File: src/rtl/adder32.sv
// Registered 32-bit adder: sum/carry_out/overflow of a + b + carry_in, one cycle latency.
// Define ADDER32_CLA_EN to build the carry chain from 4-bit lookahead groups instead of ripple.
module adder32 (
  input  logic        clk,
  input  logic        rst_n,
  input  logic [31:0] a,
  input  logic [31:0] b,
  input  logic        carry_in,
  output logic [31:0] sum,
  output logic        carry_out,
  output logic        overflow
);

  logic [31:0] g;
  logic [31:0] p;
  logic [31:0] s;
  logic [32:0] c;

  assign c[0] = carry_in;

  genvar i;
  generate
    for (i = 0; i < 32; i++) begin : g_bit
      assign g[i] = a[i] & b[i];
      assign p[i] = a[i] ^ b[i];
      assign s[i] = p[i] ^ c[i];
    end
  endgenerate

`ifdef ADDER32_CLA_EN
  // Each group sees only its own carry-in; carries inside a group are flattened lookahead terms.
  genvar k;
  generate
    for (k = 0; k < 8; k++) begin : g_cla
      logic [3:0] gg;
      logic [3:0] pp;
      logic       cin;
      logic       grp_g;
      logic       grp_p;
      assign gg  = g[4*k +: 4];
      assign pp  = p[4*k +: 4];
      assign cin = c[4*k];
      assign grp_g = gg[3] | (pp[3] & gg[2]) | (pp[3] & pp[2] & gg[1])
                   | (pp[3] & pp[2] & pp[1] & gg[0]);
      assign grp_p = &pp;
      assign c[4*k+1] = gg[0] | (pp[0] & cin);
      assign c[4*k+2] = gg[1] | (pp[1] & gg[0]) | (pp[1] & pp[0] & cin);
      assign c[4*k+3] = gg[2] | (pp[2] & gg[1]) | (pp[2] & pp[1] & gg[0])
                      | (pp[2] & pp[1] & pp[0] & cin);
      assign c[4*k+4] = grp_g | (grp_p & cin);
    end
  endgenerate
`else
  generate
    for (i = 0; i < 32; i++) begin : g_ripple
      assign c[i+1] = g[i] | (p[i] & c[i]);
    end
  endgenerate
`endif

  always_ff @(posedge clk or negedge rst_n) begin
    if (!rst_n) begin
      sum       <= 32'h0;
      carry_out <= 1'b0;
      overflow  <= 1'b0;
    end else begin
      sum       <= s;
      carry_out <= c[32];
      overflow  <= c[32] ^ c[31];
    end
  end

endmodule

File: config.mk
export PLATFORM = sky130hd
export DESIGN_NAME = adder32
export DESIGN_NICKNAME = d
export VERILOG_FILES = /design/src/rtl/adder32.sv
export SDC_FILE = /design/constraint.sdc
export NUM_CORES = 1
export LEC_CHECK = 0
export ABC_AREA = 0
export CORE_MARGIN = 1
export CORE_UTILIZATION = 36
export CTS_CLUSTER_SIZE = 16
export DETAILED_ROUTE_END_ITERATION = 10
export GPL_TIMING_DRIVEN = 0
export HOLD_SLACK_MARGIN = 0.15
export PLACE_DENSITY = 0.79
export SYNTH_ARGS = -nofsm -noshare
export SYNTH_HDL_FRONTEND = slang
export SYNTH_SLANG_ARGS = --single-unit
File: constraint.sdc
create_clock -name clk -period 0.8 [get_ports clk]
set_input_delay 0.12 -clock clk [delete_from_list [all_inputs] [get_ports clk]]
set_output_delay 0.12 -clock clk [all_outputs]
set_load 0.005 [all_outputs]
==> results.txt, run 1 <==
The run finished, with violations left. The final reports fail on negative hold slack, negative setup slack. The total congestion overflow is 0. At the end of the flow, the number of nets in the layout was 285. The TritonCTS clock tree is built.

The actual transition at the worst max-transition pin came out at approximately 0.71 ns. On the critical path, the stage with the largest delay is an instance of sky130_fd_sc_hd__fa_2. The total track usage came out at 14.9%. 0 antenna diodes ended up in the layout.

The share of the yosys chip area belonging to registers is 55.3%. In this run the worst path has a maximum fanout of 2. In this run, distinct cell masters in the synthesized netlist total 4. The maximum number of pins on one net before global-route repair is 35. The cell class contributing the biggest share of worst-path delay is adder cells. The final instance count without filler cells came out at 237. Summing the areas of all compound-gate instances in the mapped netlist gives 0% of the synthesized area. The number of CTS-inserted buffers came out at 5. The sink count of the clock tree is 34. Once routing completed, OpenROAD measured the worst setup slack at -10.45 ns. The wire length per cell is around 14 um. The final count of pins violating max slew is 0. The area of the mapped netlist came out at roughly 1500 um^2. In this run the tightest slew margin relative to its limit is 52.7%. The setup path with the least slack is of type in2reg.

The length of the first detailed-routing pass in iterations came out at 3. The data arrival time of the critical path came out at 11.47 ns. The area of the die came out at 4540 um^2. Including well taps, the total number of placed cells is 227. For this run, design rule violations remaining after detail routing come to 0. The share of layout cells above drive strength 1 came out at 46.5%. The number of vias per cell after detailed routing is 4.15.

The number of instances in the synthesized netlist is 77. The minimum period implied by the final worst setup slack came out at 11.25 ns. The wire length of the first global-routing pass came out at 4660 um. In this design, the critical path's most frequently occurring cell is sky130_fd_sc_hd__fa_2.

The routed wire length is 3260 um. The post-synthesis to final-layout area growth came out at 71.8%. The worst path uses 1410% of the clock period. For the worst setup path, the data required time is ~1.0 ns. The number of antenna violations at the first check in global routing is 0. The biggest cell delay along the critical path is 0.43 ns.

Summed over all nets, wire length on met3 after detailed routing comes to around 200 um. The standard cell core area is 4060 um^2. The net count of the mapped netlist came out at 176. The synthesized area per cell came out at ~20 um^2. The maximum VDD drop came out at a little over 0.9 mV. The count of endpoints failing hold in the final timing report came out at 34. The placer congestion estimate came out at around 0.65. The worst setup path is launched from an input port. The root buffer cell chosen for the clock tree is sky130_fd_sc_hd__clkbuf_8. Setup repair after global routing could not meet its margin everywhere.

The routed metal-1 wire length is 1030 um. Synthesis inferred 34 register bits. After Yosys synthesis, and, or, nand and nor cells account for 0% of the synthesized area. The via total after detailed routing came out at 983.

The longest clock path from root to sink contains 2 buffers. The worst hold slack after final layout came out at -0.110 ns. The half-perimeter wire length after detailed placement came out at 2770 um. The die height is 67.4 um. The antenna violation net count after detailed routing is 0. The number of warnings issued by yosys came out at 0. The chip width came out at 67.4 um. The total I/O pin count is 101. The quantity of I/O buffers inserted on ports is 100. In this run the worst hold path is classified as in2async.

The starting density of the core came out at 37.9%. The leakage power is around 1.1 nW. The H-tree was split into 2 levels.

STA classifies the critical path endpoint as a register. The met2 routed wirelength is 2010 um. Setup violations remaining at the end of the flow were counted as 67. The areal power density over the cells came out at 1760 nW/um^2.

The post-synthesis mux area share is 0%. The clock input transition at the sequential cells of the worst setup and hold paths is ~0.070 ns. Row generation in the floorplan step produced 23 rows.

The xor/xnor share of the synthesized area came out at less than 1%. The maximum achievable frequency came out at 0.0889 GHz. The DRC marker count from the first detailed-route iteration is 20. The via count of the first global-routing pass came out at 1056. Counting both buffers and inverters, the worst setup path holds a total of 5.

The uppermost layer routed is met4. By area, the combinational part of the netlist is dominated by adder cells. The share of synthesized cell area in full adder, half adder and majority cells came out at 41.7%. The number of max-cap violations is 0.
==> area by class of cell <==
type / count / area (um^2)
Multi-Input combinational cell: 33 / 737
Timing Repair Buffer: 102 / 846
Sequential cell: 34 / 851
Clock buffer: 7 / 86.3
Fill cell: 292 / 1420
Clock inverter: 1 / 5.00
Inverter: 10 / 55.1
Tap cell: 50 / 62.6
==> path summary, 6_finish.rpt <==
kind	from	cells after the start	end	slack, ns
worst max-delay path	a[0]	37	sum[31]$_DFF_PN0_	-10.45
worst min-delay path	rst_n	1	sum[14]$_DFF_PN0_	-0.11
min in group clk	carry_in	4	sum[0]$_DFF_PN0_	0.22
max in group asynchronous	rst_n	1	carry_out$_DFF_PN0_	0.45
==> stage by stage <==
stage,util (%),area [um^2],setup WS (ns),setup TNS [ns],power (mW)
floorplan,-,1640,-10.34,-182.38,2.55
global placement,66.5,2700,-11.16,-244.38,3.74
detailed placement,66.4,2690,-11.25,-212.94,3.79
CTS,64.8,2630,-10.46,-185.39,4.74
global route,65.1,2640,-10.73,-190.70,4.99
finish,65.1,2640,-10.45,-184.80,4.66
==> layer usage <==
| layer | vias up | global-route usage (%) |
|---|---|---|
| met1 | 496 | 15.0 |
| met2 | 45 | 27.5 |
| li1 | 440 | - |
| met4 | 0 | 6.38 |
| met3 | 2 | 4.90 |
| met5 | - | 0 |
==> state kept, by name (all words and copies together), names as in the netlist <==
signal,count
sum,32
carry_out,1
overflow,1
==> power by group <==
group	switching, mW	internal, mW	total (mW)
registers	0.0744	2.05	2.13
clock network	0.554	0.693	1.25
logic	0.530	0.756	1.29
==> kinds of logic (layout without fill, tap and decap cells) <==
kind of cell / after synthesis / count (layout)
flops: 34 / 34
fa+ha+maj: 32 / 32
buf+inv: 10 / 120
xor+xnor: 1 / 1
==> cells in the mapped netlist (all sizes together) <==
master / count / share of area, %
dfrtp: 34 / 55
fa: 32 / 42
inv: 10 / 2.4
xnor2: 1 / 0.57
==> repair_timing <==
| action | in CTS | in global routing |
|---|---|---|
| hold endpoints to repair | 34 | 34 |
| gates resized for setup | 150 | 3 |
| setup buffers | 1 | 1 |
| setup endpoints to repair | 68 | 67 |
| pin swaps | 1 | 0 |
==> cells in the final DEF (no fill, tap or decap), drive strengths merged <==
| master | n |
|---|---|
| clkbuf | 7 |
| clkinv | 1 |
| dfrtp | 34 |
| xnor2 | 1 |
| clkdlybuf4s50 | 60 |
| buf | 40 |
| dlygate4sd2 | 2 |
| inv | 10 |
| fa | 32 |
(Power assumes the default switching activity.)
==> run 2: changes to the inputs <==
--- a/config.mk
+++ b/config.mk
@@ -7,12 +7,12 @@
 export LEC_CHECK = 0
 export ABC_AREA = 0
 export CORE_MARGIN = 1
-export CORE_UTILIZATION = 36
+export CORE_UTILIZATION = 38
 export CTS_CLUSTER_SIZE = 16
 export DETAILED_ROUTE_END_ITERATION = 10
 export GPL_TIMING_DRIVEN = 0
-export HOLD_SLACK_MARGIN = 0.15
-export PLACE_DENSITY = 0.79
+export HOLD_SLACK_MARGIN = 0.1
+export PLACE_DENSITY = 0.83
 export SYNTH_ARGS = -nofsm -noshare
 export SYNTH_HDL_FRONTEND = slang
 export SYNTH_SLANG_ARGS = --single-unit
==> constraint.sdc (replaced) <==
create_clock -name clk -period 13.8 [get_ports clk]
set_input_delay 2.07 -clock clk [delete_from_list [all_inputs] [get_ports clk]]
set_output_delay 2.07 -clock clk [all_outputs]
set_load 0.005 [all_outputs]
==> results.txt, run 2 (same netlist as run 1, synthesis figures left out) <==
The leakage power came to 1.12 nW (+0.22%). The total I/O pin count came out at 101 (unchanged). The maximum achievable frequency is 0.0746 GHz. The worst setup path is launched from an input port. The biggest cell delay along the critical path is 0.43 ns (about the same).

The maximum number of pins on one net before global-route repair was 35 (unchanged). The row count came to 22 (-4.3%). The via total after detailed routing came out at 1005 (+2.2%). The final cycle utilization of the critical path came out at between 90% and 100%. The number of setup buffers added after CTS came out at 0 (-1). The total track usage came to 18.3% (+3.5 points). The half-perimeter wire length after detailed placement came out at 2840 um (+2.3%). The area of the die came out at 4310 um^2 (-5.1%). Setup repair after global routing left no endpoint under its margin. The fraction of the core area covered by cells at the end of the flow came out at 73.4% (+8.3 points).

The number of placed instances with taps included is 225 (-0.88%). The quantity of I/O buffers inserted on ports came out at 100 (unchanged). The wire length per cell came out at 14.3 um (+3.8%). The DRC marker count from the first detailed-route iteration was 6 (-70%). The final count of pins violating max slew was 0 (unchanged). The total congestion overflow is 0 (unchanged). The number of vias per cell after detailed routing came out at 4.31 (+4.0%). STA classifies the critical path endpoint as a register. The number of max-cap violations is 0 (unchanged).

On the critical path the largest part of the delay comes from adder cells. The clock input transition at the sequential cells of the worst setup and hold paths came out at 0.07 ns (about the same). The minimum period implied by the final worst setup slack came out at about 13 ns. The sum of met3 wire segment lengths after detailed routing is 447 um (+120%).

CTS placed an instance of sky130_fd_sc_hd__clkbuf_8 at the clock tree root. The total number of H-tree levels was 2 (unchanged). The worst hold slack after final layout came out at 1.85 ns (+1.96 ns). The category of the most critical setup path is in2reg. The routed metal-1 wire length was 919 um (-11%). The number of flip-flops in the largest register is 32 (unchanged). The largest registers in the layout are sum x32, carry_out x1, overflow x1. The number of inserted diodes is 0 (unchanged).

The cell repeated most along the worst path is sky130_fd_sc_hd__fa_2. The areal power density over the cells came out at 105 nW/um^2 (-94%). The layout filler cell count came out at 222 (-24%). The met2 routed wirelength is 1890 um (-5.6%). The most flop-heavy register is sum. The standard cell core area is 3770 um^2 (-7.1%). The via count of the first global-routing pass is 1195 (+13%). The final setup violation count came out at 0 (-100%). The maximum number of buffers from clock root to sink came out at 2 (unchanged). The min-delay analysis places its worst path in the category in2async. The die height is 65.6 um (-2.6%). The data required time of the critical path came out at 14.02 ns (+13.00 ns). The placer congestion estimate is 0.736 (+13%). The length of the first detailed-routing pass in iterations came out at 3 (unchanged).

The share of layout cells above drive strength 1 is 22.7% (-24 points). The maximum VDD drop came out at 0.0536 mV (-94%). The final instance count without filler cells came out at 233 (-1.7%). The post-cts hold buffer count is 0. The antenna violation net count after detailed routing is 0 (unchanged). The actual transition at the worst max-transition pin came out at 0.728 ns (+0.0180 ns). For this design, the slowest cell found on the critical path is sky130_fd_sc_hd__clkdlybuf4s50_1. The largest fanout on the critical path is 2 (unchanged). The number of nets at the end of the flow came to 283 (-0.70%). The run finished with clean final reports. The number of CTS-inserted buffers is 5 (unchanged). In the layout the commonest cells are sky130_fd_sc_hd__clkdlybuf4s50_1, sky130_fd_sc_hd__dfrtp_1, sky130_fd_sc_hd__fa_2. Leaving out fill and tap cells, the most frequent cell in the layout is sky130_fd_sc_hd__clkdlybuf4s50_1. The max-slew headroom at the worst pin came out at 51.5% (-1.2 points).

The TritonCTS clock tree is built. The number of antenna violations at the first check in global routing is 0 (unchanged). The data arrival time of the critical path came out at 13.63 ns (+2.16 ns).

The number of buffer and inverter instances along the worst setup path was 3 (-2). The sink count of the clock tree is 34 (unchanged). The count of endpoints failing hold in the final timing report is 0 (-100%). From synthesis to final layout, the design area changed by 80.0%. The chip width came out at 65.6 um (-2.6%).

The final routed DRC violation total is 0 (unchanged). The wire length of the first global-routing pass is 5420 um (+16%). The uppermost layer routed is met4. The starting density of the core came out at 40.8% (+2.9 points). The routed wire length is 3330 um (+2.1%).
[run 2: cell count changes in the layout (fill, tap and decap cells not counted), moves of 2 or more]
cell                              delta
sky130_fd_sc_hd__dlygate4sd2_1       -2
sky130_fd_sc_hd__inv_1               +3
sky130_fd_sc_hd__buf_6               -2
sky130_fd_sc_hd__buf_4               -2
sky130_fd_sc_hd__dlymetal6s2s_1      +3
sky130_fd_sc_hd__fa_2                -2
sky130_fd_sc_hd__fa_1                +2
sky130_fd_sc_hd__clkdlybuf4s50_1    +36
sky130_fd_sc_hd__buf_2              -34
[run 2: through the flow]
stage          instance area (um^2)  power (mW)  worst slack (ns)  setup TNS, ns
3_3_place_gp                   2630       0.213            -0.675          -2.05
5_1_grt                        2770       0.308             0.153              0
6_report                       2770       0.289             0.388              0
2_1_floorplan                  1570       0.146            0.0183              0
4_1_cts                        2750       0.294            0.0100              0
3_5_place_dp                   2630       0.218            -0.954          -3.36
[run 2: how the worst max path moves through the flow]
stage	startpoint	end	slack (ns)	depth (start not counted)
2_1_floorplan	a[0]	sum[31]$_DFF_PN0_	0.02	36
3_3_place_gp	a[0]	sum[31]$_DFF_PN0_	-0.67	37
3_5_place_dp	a[0]	sum[31]$_DFF_PN0_	-0.95	37
4_1_cts	a[0]	sum[31]$_DFF_PN0_	0.01	37
5_1_grt	a[1]	sum[31]$_DFF_PN0_	0.15	34
6_report	a[1]	sum[31]$_DFF_PN0_	0.39	34
[run 2: timing repair]
item	in CTS	in global routing
gates resized for setup	14	10
endpoints found under the hold margin	0	0
endpoints found under the setup margin	4	3
[run 2: cell type report]
class                           count  area (um^2)  share of cell area, %
Clock buffer                        7         86.3                   3.12
Clock inverter                      1         5.00                  0.181
Inverter                           10         37.5                   1.36
Multi-Input combinational cell     33          724                   26.2
Sequential cell                    34          851                   30.7
Tap cell                           48         60.1                   2.17
Timing Repair Buffer              100         1000                   36.3
[run 2: power by group]
group | total (mW) | switching [mW] | internal [mW]
combinational | 0.0920 | 0.0302 | 0.0618
sequential | 0.124 | 0.00508 | 0.119
clock | 0.0732 | 0.0330 | 0.0402
total | 0.289 | 0.0683 | 0.221
[run 2: layer usage]
metal / up-vias / GRT usage [%]
met5: - / 0
met4: 0 / 8.97
met3: 5 / 9.72
met2: 63 / 32.2
met1: 503 / 17.0
li1: 434 / -
==> run 3: changes to the inputs <==
--- a/config.mk
+++ b/config.mk
@@ -5,7 +5,7 @@
 export SDC_FILE = /design/constraint.sdc
 export NUM_CORES = 1
 export LEC_CHECK = 0
-export ABC_AREA = 0
+export ABC_AREA = 1
 export CORE_MARGIN = 1
 export CORE_UTILIZATION = 38
 export CTS_CLUSTER_SIZE = 16
==> results.txt, run 3 <==
The maximum number of buffers from clock root to sink is 2 (unchanged). The maximum achievable frequency came out at 0.0737 GHz (-1.1%). The quantity of I/O buffers inserted on ports came to 100 (unchanged). The number of max-cap violations is 0 (unchanged).

The final instance count without filler cells came to 235 (+0.86%). The total I/O pin count came out at 101 (unchanged). The final count of pins violating max slew came out at 0 (unchanged).

The actual transition at the worst max-transition pin came out at 0.841 ns (+0.114 ns). The area of the mapped netlist is 1540 um^2 (+0.16%). The post-cts hold buffer count came to 0 (unchanged). The number of vias per cell after detailed routing is 4.37 (+1.4%). Counting flops per register, the top entry is sum. The length of the first detailed-routing pass in iterations came to 6 (+3). The logic depth of the worst setup path including buffers came out at 37 (+8.8%). The number of warnings issued by yosys was 0 (unchanged).

Of all cell types, the one taking the most synthesized area is sky130_fd_sc_hd__dfrtp_1. The worst-case setup margin in the final layout is 0.235 ns (-0.153 ns). The placer congestion estimate came out at 0.671 (-8.7%).

The biggest cell delay along the critical path is 0.42 ns (about the same). The DRC marker count from the first detailed-route iteration is 31 (+25). The most common cell after layout, fill and taps aside is sky130_fd_sc_hd__clkdlybuf4s50_1. The number of placed instances with taps included came to 228 (+1.3%).

The via total after detailed routing came out at 1028 (+2.3%). sky130_fd_sc_hd__dfrtp_1 is the most common cell in the netlist. The standard cell core area came to 3770 um^2 (unchanged). The sum of negative setup slack was 0 ns (unchanged). Among the stages of the critical path, the cell type that occurs most often is sky130_fd_sc_hd__fa_2. The share of flip-flops with an asynchronous set or reset came out at 100% (unchanged). The instance count along the most critical hold path is 4. The post-synthesis to final-layout area growth is 81.7%. The total track usage is 20.9% (+2.6 points).

The fraction of the core area covered by cells at the end of the flow came out at 74.2% (+0.83 points). The number of antenna violations at the first check in global routing is 0 (unchanged). The end point of the critical path is sum[31]$_DFF_PN0_. TritonCTS built the clock tree. The count of state elements after synthesis is 34 (unchanged). The area share of the largest cell type after synthesis came out at 55.2% (-0.090 points). The critical path endpoint category is a register.

The number of inserted diodes came to 0 (unchanged). The largest fanout on the critical path is 2 (unchanged). The cell at the root of the clock tree is sky130_fd_sc_hd__clkbuf_8. The total congestion overflow is 0 (unchanged). The pre-CTS setup slack came out at -0.895 ns (+0.0594 ns). The number of different library cells in the post-synthesis netlist is 5 (+1). The flow ran to the end, and the final reports show no timing, DRC or antenna violations. The total area of sequential cells is 851 um^2 (unchanged). The routed wire length came out at 3900 um (+17%).

The number of CTS-inserted buffers is 5 (unchanged). The share of layout cells above drive strength 1 came out at 22.5% (-0.24 points). The starting density of the core came out at 40.8% (+0.066 points). The category of the most critical setup path is in2reg. The most used flip-flop cell after synthesis is sky130_fd_sc_hd__dfrtp_1. The area of the die came out at 4310 um^2 (+0.15%). By area the synthesized netlist is led by sky130_fd_sc_hd__dfrtp_1, sky130_fd_sc_hd__fa_1, sky130_fd_sc_hd__inv_1. The clock input transition at the sequential cells of the worst setup and hold paths was 0.06 ns (about the same). The worst setup path startpoint is b[0]. The largest registers in the layout are sum x32, carry_out x1, overflow x1.

The number of flip-flops in the largest register came out at 32 (unchanged). The data required time of the critical path is 14.02 ns (about the same). The net count of the mapped netlist came out at 178 (+1.1%).

Setup repair after global routing could not meet its margin everywhere. The sink count of the clock tree is 34 (unchanged). By count the netlist is led by sky130_fd_sc_hd__dfrtp_1, sky130_fd_sc_hd__fa_1, sky130_fd_sc_hd__inv_1.

The slowest stage of the critical path is the sky130_fd_sc_hd__fa_2 cell. The number of enable flip-flop cells after synthesis came to 0 (unchanged). The areal power density over the cells is 103 nW/um^2 (-1.1%). STA classifies the critical path startpoint as an input port. The layout filler cell count is 225 (+1.4%). The die height was 65.7 um (about the same). The library cells used most frequently in the layout, excluding fill and tap cells, are sky130_fd_sc_hd__clkdlybuf4s50_1, sky130_fd_sc_hd__dfrtp_1, sky130_fd_sc_hd__fa_2. In this design, the largest share of critical-path delay is due to adder cells. The count of endpoints failing hold in the final timing report came out at 0 (unchanged). The row count is 22 (unchanged).

The minimum period implied by the final worst setup slack came out at 13.57 ns (+0.153 ns). The max-slew headroom at the worst pin came to 43.7% (-7.8 points). The total number of H-tree levels is 2 (unchanged). The final cycle utilization of the critical path came out at 98.3% (+1.1 points). The chip width is 65.7 um (about the same). The maximum VDD drop came out at 0.0394 mV (-26%). The worst hold slack after final layout is 2.24 ns (+0.385 ns). The share of the yosys chip area belonging to registers was 55.2% (-0.090 points).

The via count of the first global-routing pass came out at 1215 (+1.7%). The half-perimeter wire length after detailed placement is 3180 um (+12%). The number of buffer and inverter instances along the worst setup path is 5 (+2). The wire length of the first global-routing pass came out at 6090 um (+12%). The total area of multi-input combinational cells came out at 729 um^2 (+0.69%). The leakage power was 1.12 nW (+0.12%).

The data arrival time of the critical path came out at 13.78 ns (+0.15 ns). The wire length per cell came out at 16.6 um (+16%). The number of nets at the end of the flow is 287 (+1.4%). The final setup violation count came to 0 (unchanged). The final routed DRC violation total came out at 0 (unchanged). The antenna violation net count after detailed routing came out at 0 (unchanged). The kind of path behind the tightest hold check is in2reg. The synthesized area per cell is 19.5 um^2 (-2.4%). The maximum number of pins on one net before global-route repair came out at 19 (-46%). The number of instances in the synthesized netlist came to 79 (+2.6%).
[run 3: final cells by class]
cell class / instances / area share [%]
inverter: 10 / 1.34
multi-input combinational: 35 / 26.1
tap: 48 / 2.15
timing repair buffer: 102 / 37.1
clock buffer: 6 / 2.95
sequential: 34 / 30.4
[run 3: metal layers]
metal / GRT usage (%) / wire length [um] / vias to the layer above
li1: - / - / 442
met1: 20.3 / 1150 / 502
met2: 38.1 / 2210 / 75
met3: 7.81 / 464 / 9
met4: 10.1 / 82 / 0
met5: 0 / 0 / -
[run 3: worst min path at each step]
| stage | start | to | slack, ns |
|---|---|---|---|
| 2_1_floorplan | rst_n | carry_out$_DFF_PN0_ | 1.77 |
| 3_3_place_gp | b[16] | sum[16]$_DFF_PN0_ | 2.74 |
| 5_1_grt | a[0] | sum[0]$_DFF_PN0_ | 2.24 |
| 6_report | a[0] | sum[0]$_DFF_PN0_ | 2.24 |
| 3_5_place_dp | rst_n | sum[14]$_DFF_PN0_ | 2.58 |
| 4_1_cts | rst_n | sum[6]$_DFF_PN0_ | 2.29 |
[run 3: cell families (layout without fill, tap and decap cells)]
| group | after synthesis | in the layout | synth area share [%] |
|---|---|---|---|
| simple gates | 3 | 3 | 0.731 |
| buf+inv | 10 | 118 | 2.44 |
| fa+ha+maj | 32 | 32 | 41.6 |
| flops | 34 | 34 | 55.2 |
[run 3: tightest hold or removal path: cells and delay by family]
family / cells / cell delay (ns)
fa+ha+maj: 1 / 0.17
buf+inv: 3 / 0.23
[run 3: report_power, final]
part / internal, mW / switching [mW] / leakage [nW]
clock network: 0.0384 / 0.0309 / 0.0431
logic: 0.0637 / 0.0321 / 0.685
registers: 0.119 / 0.00543 / 0.396
total: 0.221 / 0.0684 / 1.12
[run 3: repair_timing]
item,CTS,global route
gates resized for setup,14,7
endpoints found under the setup margin,4,3
buffers inserted,0,1
pin swaps,1,1
[run 3: stage by stage]
step,cell area [um^2],power (mW)
6_report,2800,0.290
5_1_grt,2800,0.306
4_1_cts,2780,0.292
3_5_place_dp,2660,0.220
3_3_place_gp,2630,0.214
2_1_floorplan,1570,0.146
